`src/rtl/fifo_pkt_pkg.sv`:
```
// rtl/fifo_pkt_pkg.sv - shared constants and word layout for the packed write FIFO
//
// Purpose: lane geometry, sequence width, field offsets and the packed word
// type shared by the write-side packer and the FIFO reader.
// Word layout (140 bits): [139:133] seq, [132] last, [131:128] lane mask,
// [127:0] lanes, with lane k at [32k+31:32k].
package fifo_pkt_pkg;

  localparam int LANE_W   = 32;
  localparam int LANES    = 4;
  localparam int SEQ_W    = 7;
  localparam int DATA_W   = LANES * LANE_W;
  localparam int WORD_W   = DATA_W + LANES + 1 + SEQ_W;
  localparam int CNT_W    = $clog2(LANES);

  localparam int SEQ_LSB  = 133;
  localparam int LAST_BIT = 132;
  localparam int MASK_LSB = 128;

  typedef struct packed {
    logic [SEQ_W-1:0]  seq;
    logic              last;
    logic [LANES-1:0]  mask;
    logic [DATA_W-1:0] data;
  } fifo_word_t;

endpackage

```
`src/rtl/fifo_wr_packer.sv`:
```
// rtl/fifo_wr_packer.sv - packs 32-bit beats into 140-bit FIFO words on the write side
//
// Purpose: accumulates up to LANES input beats into one FIFO word with a lane
// mask, last flag and sequence number, and drives the async FIFO write port.
// A partial word is pushed out by the flush input or by the idle timer.
// Ports:
//   wrclk, wrrst_n        write-domain clock, async active-low reset
//   s_valid/s_ready       input beat handshake; s_data payload, s_last end of packet
//   flush                 level request to push out a partial word (last=0)
//   fifo_wren/wrdata      FIFO write port; fifo_wrfull blocks writes
//   pkt_cnt               count of words written with last=1 (wraps)
module fifo_wr_packer
  import fifo_pkt_pkg::*;
#(
  parameter int IDLE_TO = 16
) (
  input  logic              wrclk,
  input  logic              wrrst_n,
  input  logic              s_valid,
  output logic              s_ready,
  input  logic [LANE_W-1:0] s_data,
  input  logic              s_last,
  input  logic              flush,
  output logic              fifo_wren,
  output logic [WORD_W-1:0] fifo_wrdata,
  input  logic              fifo_wrfull,
  output logic [15:0]       pkt_cnt
);

  localparam int TMR_W = (IDLE_TO > 1) ? $clog2(IDLE_TO) : 1;
  localparam logic [TMR_W-1:0] TMR_MAX = TMR_W'((IDLE_TO > 0) ? IDLE_TO - 1 : 0);

  logic [DATA_W-1:0] acc;
  logic [CNT_W-1:0]  cnt;
  logic [SEQ_W-1:0]  seq;
  logic [TMR_W-1:0]  timer;
  logic              out_vld;
  logic              out_last;
  logic [LANES-1:0]  out_mask;
  logic [DATA_W-1:0] out_data;

  logic              drain;
  logic              accept;
  logic              complete;
  logic              timeout;
  logic              flush_go;
  logic [DATA_W-1:0] merged;
  logic [LANES-1:0]  full_mask;
  logic [LANES-1:0]  part_mask;
  fifo_word_t        word;

  always_comb begin
    drain    = out_vld && !fifo_wrfull;
    s_ready  = !out_vld || !fifo_wrfull;
    accept   = s_valid && s_ready;
    complete = accept && ((cnt == CNT_W'(LANES - 1)) || s_last);
    // Timer saturates at TMR_MAX, so a timeout blocked by a full output stays pending.
    timeout  = (IDLE_TO != 0) && (cnt != '0) && (timer == TMR_MAX);
    // s_ready doubles as "output register free this cycle".
    flush_go = (flush || timeout) && (cnt != '0) && !accept && s_ready;

    merged = acc;
    merged[int'(cnt)*LANE_W +: LANE_W] = s_data;
    for (int k = 0; k < LANES; k++) begin
      full_mask[k] = (k <= int'(cnt));
      part_mask[k] = (k < int'(cnt));
    end

    // seq is stamped at write time, so the word always carries the order it enters the FIFO.
    word.seq  = seq;
    word.last = out_last;
    word.mask = out_mask;
    word.data = out_data;
  end

  assign fifo_wren   = drain;
  assign fifo_wrdata = word;

  always_ff @(posedge wrclk or negedge wrrst_n) begin
    if (!wrrst_n) begin
      acc      <= '0;
      cnt      <= '0;
      seq      <= '0;
      timer    <= '0;
      out_vld  <= 1'b0;
      out_last <= 1'b0;
      out_mask <= '0;
      out_data <= '0;
      pkt_cnt  <= '0;
    end else begin
      if (drain) begin
        seq <= seq + 1'b1;
        if (out_last) pkt_cnt <= pkt_cnt + 16'd1;
      end

      if (complete) begin
        out_vld  <= 1'b1;
        out_last <= s_last;
        out_mask <= full_mask;
        out_data <= merged;
        cnt      <= '0;
        acc      <= '0;
      end else if (flush_go) begin
        out_vld  <= 1'b1;
        out_last <= 1'b0;
        out_mask <= part_mask;
        out_data <= acc;
        cnt      <= '0;
        acc      <= '0;
      end else begin
        if (drain) out_vld <= 1'b0;
        if (accept) begin
          acc <= merged;
          cnt <= cnt + 1'b1;
        end
      end

      if (accept || flush_go || (cnt == '0)) begin
        timer <= '0;
      end else if (timer != TMR_MAX) begin
        timer <= timer + 1'b1;
      end
    end
  end

endmodule

```
`config.mk`:
```
export PLATFORM = sky130hd
export DESIGN_NAME = fifo_wr_packer
export DESIGN_NICKNAME = d
export VERILOG_FILES = /design/src/rtl/fifo_pkt_pkg.sv /design/src/rtl/fifo_wr_packer.sv
export SDC_FILE = /design/constraint.sdc
export NUM_CORES = 1
export LEC_CHECK = 0
export CAP_MARGIN = 30
export CELL_PAD_IN_SITES_DETAIL_PLACEMENT = 1
export CELL_PAD_IN_SITES_GLOBAL_PLACEMENT = 1
export CORE_ASPECT_RATIO = 1.25
export CORE_MARGIN = 3
export CORE_UTILIZATION = 39
export DETAILED_ROUTE_END_ITERATION = 6
export PLACE_DENSITY_LB_ADDON = 0.25
export REMOVE_ABC_BUFFERS = 1
export SLEW_MARGIN = 20
export SYNTH_ARGS = -nofsm -noshare
export SYNTH_HDL_FRONTEND = slang
export SYNTH_SLANG_ARGS = --single-unit
```
`constraint.sdc`:
```
create_clock -name wrclk -period 2.1 [get_ports wrclk]
set_input_delay 0.315 -clock wrclk [delete_from_list [all_inputs] [get_ports wrclk]]
set_output_delay 0.315 -clock wrclk [all_outputs]
set_load 0.03 [all_outputs]
```
==> results.json <==
{
  "worst_slack_ns": 0.0399,
  "ant_nets": 0,
  "maxClockFrequency_mhz": 485,
  "via_count": 10505,
  "io_buffers": 195,
  "die_area_mm2": 0.0345,
  "slowest_delay_ns": 0.42,
  "ios": 196,
  "crit_arrival_ns": 2.57,
  "ctsRootBufferMaster": "clkbuf_16",
  "fin_crit_ns": 2.06,
  "clk_path_buf_depth": 3,
  "synthesis.area_mm2": 0.0126,
  "yosys.area_share.adder": 0.00894,
  "cts_tree": "built",
  "critPathKind": "reg -> reg",
  "final_hold_viol_count": 0,
  "clk_pin_slew_ns": 0.07,
  "syn2layout_area_growth_pct": 35.8,
  "cap_violations": 0,
  "p_leak_uw": 0.00746,
  "post_drt_wl_per_cell_um": 24.5,
  "drcViolationCount": 0,
  "drt_wl_total_um": 43700,
  "cts_max_level": 1,
  "grt_pass1_wl_um": 66400,
  "async_reset_ff_frac": 1.00,
  "synth-simple-area-share": 0.102,
  "dp_slack_ns": -0.144,
  "initial_utilization": 0.402,
  "synth_warnings": 0,
  "hpwlAfterDp_um": 27700,
  "gp_congestion": 0.792,
  "coreArea_mm2": 0.0314,
  "path_cells": "buf_6 > buf_4 > ha_2 > nor4bb_4 > buf_6 > clkbuf_16 > nand2_2 > a31oi_1 > o22a_1",
  "std_cell_rows": 72,
  "grt-ovfl-total": 0,
  "synth_cell_types": 49,
  "grt_max_degree": 62,
  "ys_seq_area_frac": 0.578,
  "clock_latency_ns": 0.57,
  "synth_top_family_by_area": "compound AO/OA/AOI/OAI gates",
  "ir_worst_vdd_mv": 0.651,
  "grt_setup_unrepaired": "true",
  "drv_slew": 0,
  "setup-violations-final": 0,
  "fin_crit_sh": 0.981,
  "grt_pass1_vias": 11278,
  "crit_slowest_cell": "dfrtp_1",
  "maxSlewHeadroom": 0.620,
  "synth_edf_count": 0,
  "skew_ns": 0.0112,
  "synthXorXnorAreaFrac": 0.0153,
  "avgSynthCellArea_um2": 11.3,
  "ys_ff_latch": 291,
  "cp_common_cell": "buf_6",
  "fp.dieW_um": 167,
  "power_density_mw_per_mm2": 1150,
  "status": "complete, no violations",
  "antenna_cells": 0,
  "synth_compound_area_frac": 0.249,
  "worst_hold_path_type": "in -> async",
  "worstMarginPinSlew_ns": 0.571,
  "crit_fanout": 7,
  "synth_mux_area_frac": 0.00248,
  "die_h_um": 207,
  "synth_ff_type": "dfrtp_1",
  "worstPathRequired_ns": 2.61,
  "critPathCaptureType": "flip-flop",
  "drive_above_1_share": 0.142,
  "synthCells": 1119,
  "fin_util": 0.545,
  "firstDrtPassIters": 5,
  "routed_via_density": 5.89,
  "crit_path_start_kind": "flip-flop",
  "grt_usage": 0.241,
  "cts_sinks": 291,
  "layout.nets": 1403,
  "antenna_found_initial": 0,
  "initialDrtViolationCount": 720,
  "numCtsBuffers": 30
}
## power breakdown
group	internal, uW	switching (uW)	leakage, uW
sequential	6460	759	0.00395
combinational	2890	4070	0.00303
clock	3090	2310	0.000482
total	12400	7140	0.00746
## synthesized netlist by cell type (2+ instances only)
library cell  count  share of area
dfrtp_1         291           0.58
a221o_1          94          0.075
nand2_1          90          0.027
a22o_1           89          0.062
a21oi_1          74          0.029
nor2_1           52          0.016
o21ai_0          44          0.017
clkbuf_1         41          0.012
nor2b_1          41          0.020
inv_1            40          0.012
buf_2            38          0.015
a31oi_1          34          0.017
o22a_1           33          0.023
and2_0           24          0.012
a21boi_0         23          0.014
xnor2_1          14         0.0097
nand3_1          10         0.0040
ha_1              9         0.0089
and2_1            8         0.0040
nand4_1           8         0.0040
xor2_1            8         0.0056
buf_4             6         0.0036
buf_1             5         0.0015
nor3_1            5         0.0020
and3_1            4         0.0020
and4b_1           3         0.0024
a31o_2            2         0.0014
mux2i_1           2         0.0016
nand2_2           2        0.00099
nand2b_1          2        0.00099
nor4bb_1          2         0.0016
o21ai_1           2        0.00080
o21ai_2           2         0.0014
or2_2             2        0.00099
## worst max-delay path, delay by kind of cell, from the launching register on
family,cells,cell delay [ns]
flops,1,0.42
simple gates,2,0.42
compound gates,2,0.36
buf+inv,4,0.63
fa+ha+maj,1,0.17
## stage by stage
step                cells  TNS (ns)  power (uW)  hold slack (ns)  area [um2]
global route         1785     -1.64       20400            0.337       17100
detailed placement   1718     -3.28       14000            0.324       15800
CTS                  1774  -0.00666       19500            0.319       16800
finish               1785         0       19600            0.310       17100
floorplan            1029   -569.86       10300           0.0194       12200
global placement     1718    -0.249       13800            0.318       15800
## logic make-up (layout without fill, tap and decap cells)
kind of cell / count (synthesis) / count (layout)
compound gates: 406 / 406
xor+xnor: 22 / 22
fa+ha+maj: 9 / 9
buf+inv: 130 / 387
flops: 291 / 291
mux: 3 / 3
simple gates: 258 / 260
## placed cells by master, fill, tap and decap left out, types with 8 or more instances in the layout
| master | count |
|---|---|
| a21boi_1 | 16 |
| a21oi_1 | 70 |
| a221o_1 | 94 |
| a22o_1 | 89 |
| a31oi_1 | 32 |
| and2_0 | 24 |
| and2_1 | 8 |
| buf_12 | 33 |
| buf_4 | 52 |
| buf_6 | 11 |
| clkbuf_1 | 8 |
| clkbuf_16 | 33 |
| clkdlybuf4s50_1 | 190 |
| dfrtp_1 | 291 |
| inv_1 | 38 |
| nand2_1 | 85 |
| nand3_1 | 9 |
| nand4_1 | 8 |
| nor2_1 | 47 |
| nor2b_1 | 41 |
| o21ai_0 | 44 |
| o22a_1 | 33 |
| xnor2_1 | 14 |
| xor2_1 | 8 |
## metal layers
metal  vias to the layer above  share of wire  wire (um)  GRT usage
met5                         -              0          0          0
met4                         0          0.020        853     0.0560
met3                        57          0.048       2090     0.0280
met2                       308           0.52      22600      0.434
met1                      5543           0.42      18200      0.315
li1                       4597              -          -          -
## flip-flops by register name, indices dropped and copies added (netlist names)
register  flops
acc         128
cnt           2
out_data    128
out_last      1
out_mask      4
out_vld       1
pkt_cnt      16
seq           7
timer         4
## layout make-up
type	count	area (um2)
repair buffers	293	3200
clock buffers	44	863
clock inverters	10	121
flip-flops and latches	291	7280
multi-input cells	700	4960
well taps	407	509
inverters	40	153
fillers	3252	14300
## final timing paths
| kind | from | endpoint | slack (ns) | cells past startpoint |
|---|---|---|---|---|
| setup / recovery | cnt[1]$_DFFE_PN0P_ | out_data[76]$_DFFE_PN0P_ | 0.04 | 9 |
| hold / removal | wrrst_n | out_data[2]$_DFFE_PN0P_ | 0.31 | 2 |
| setup reg to reg | cnt[1]$_DFFE_PN0P_ | out_data[76]$_DFFE_PN0P_ | 0.04 | 9 |
| hold reg to reg | out_mask[0]$_DFFE_PN0P_ | out_mask[0]$_DFFE_PN0P_ | 0.47 | 1 |
| max in group asynchronous | wrrst_n | out_data[84]$_DFFE_PN0P_ | 1.08 | 3 |
| min in group wrclk | out_mask[0]$_DFFE_PN0P_ | out_mask[0]$_DFFE_PN0P_ | 0.47 | 1 |
## timing repair
item                       CTS  global route
gates cloned                 0             6
hold endpoints to repair    53             0
gates resized for setup      9            56
buffers inserted             1             5
setup endpoints to repair  219           187
hold buffers                 1             0
pin swaps                    3            15
No activity file was read; power rests on OpenSTA's default activity.
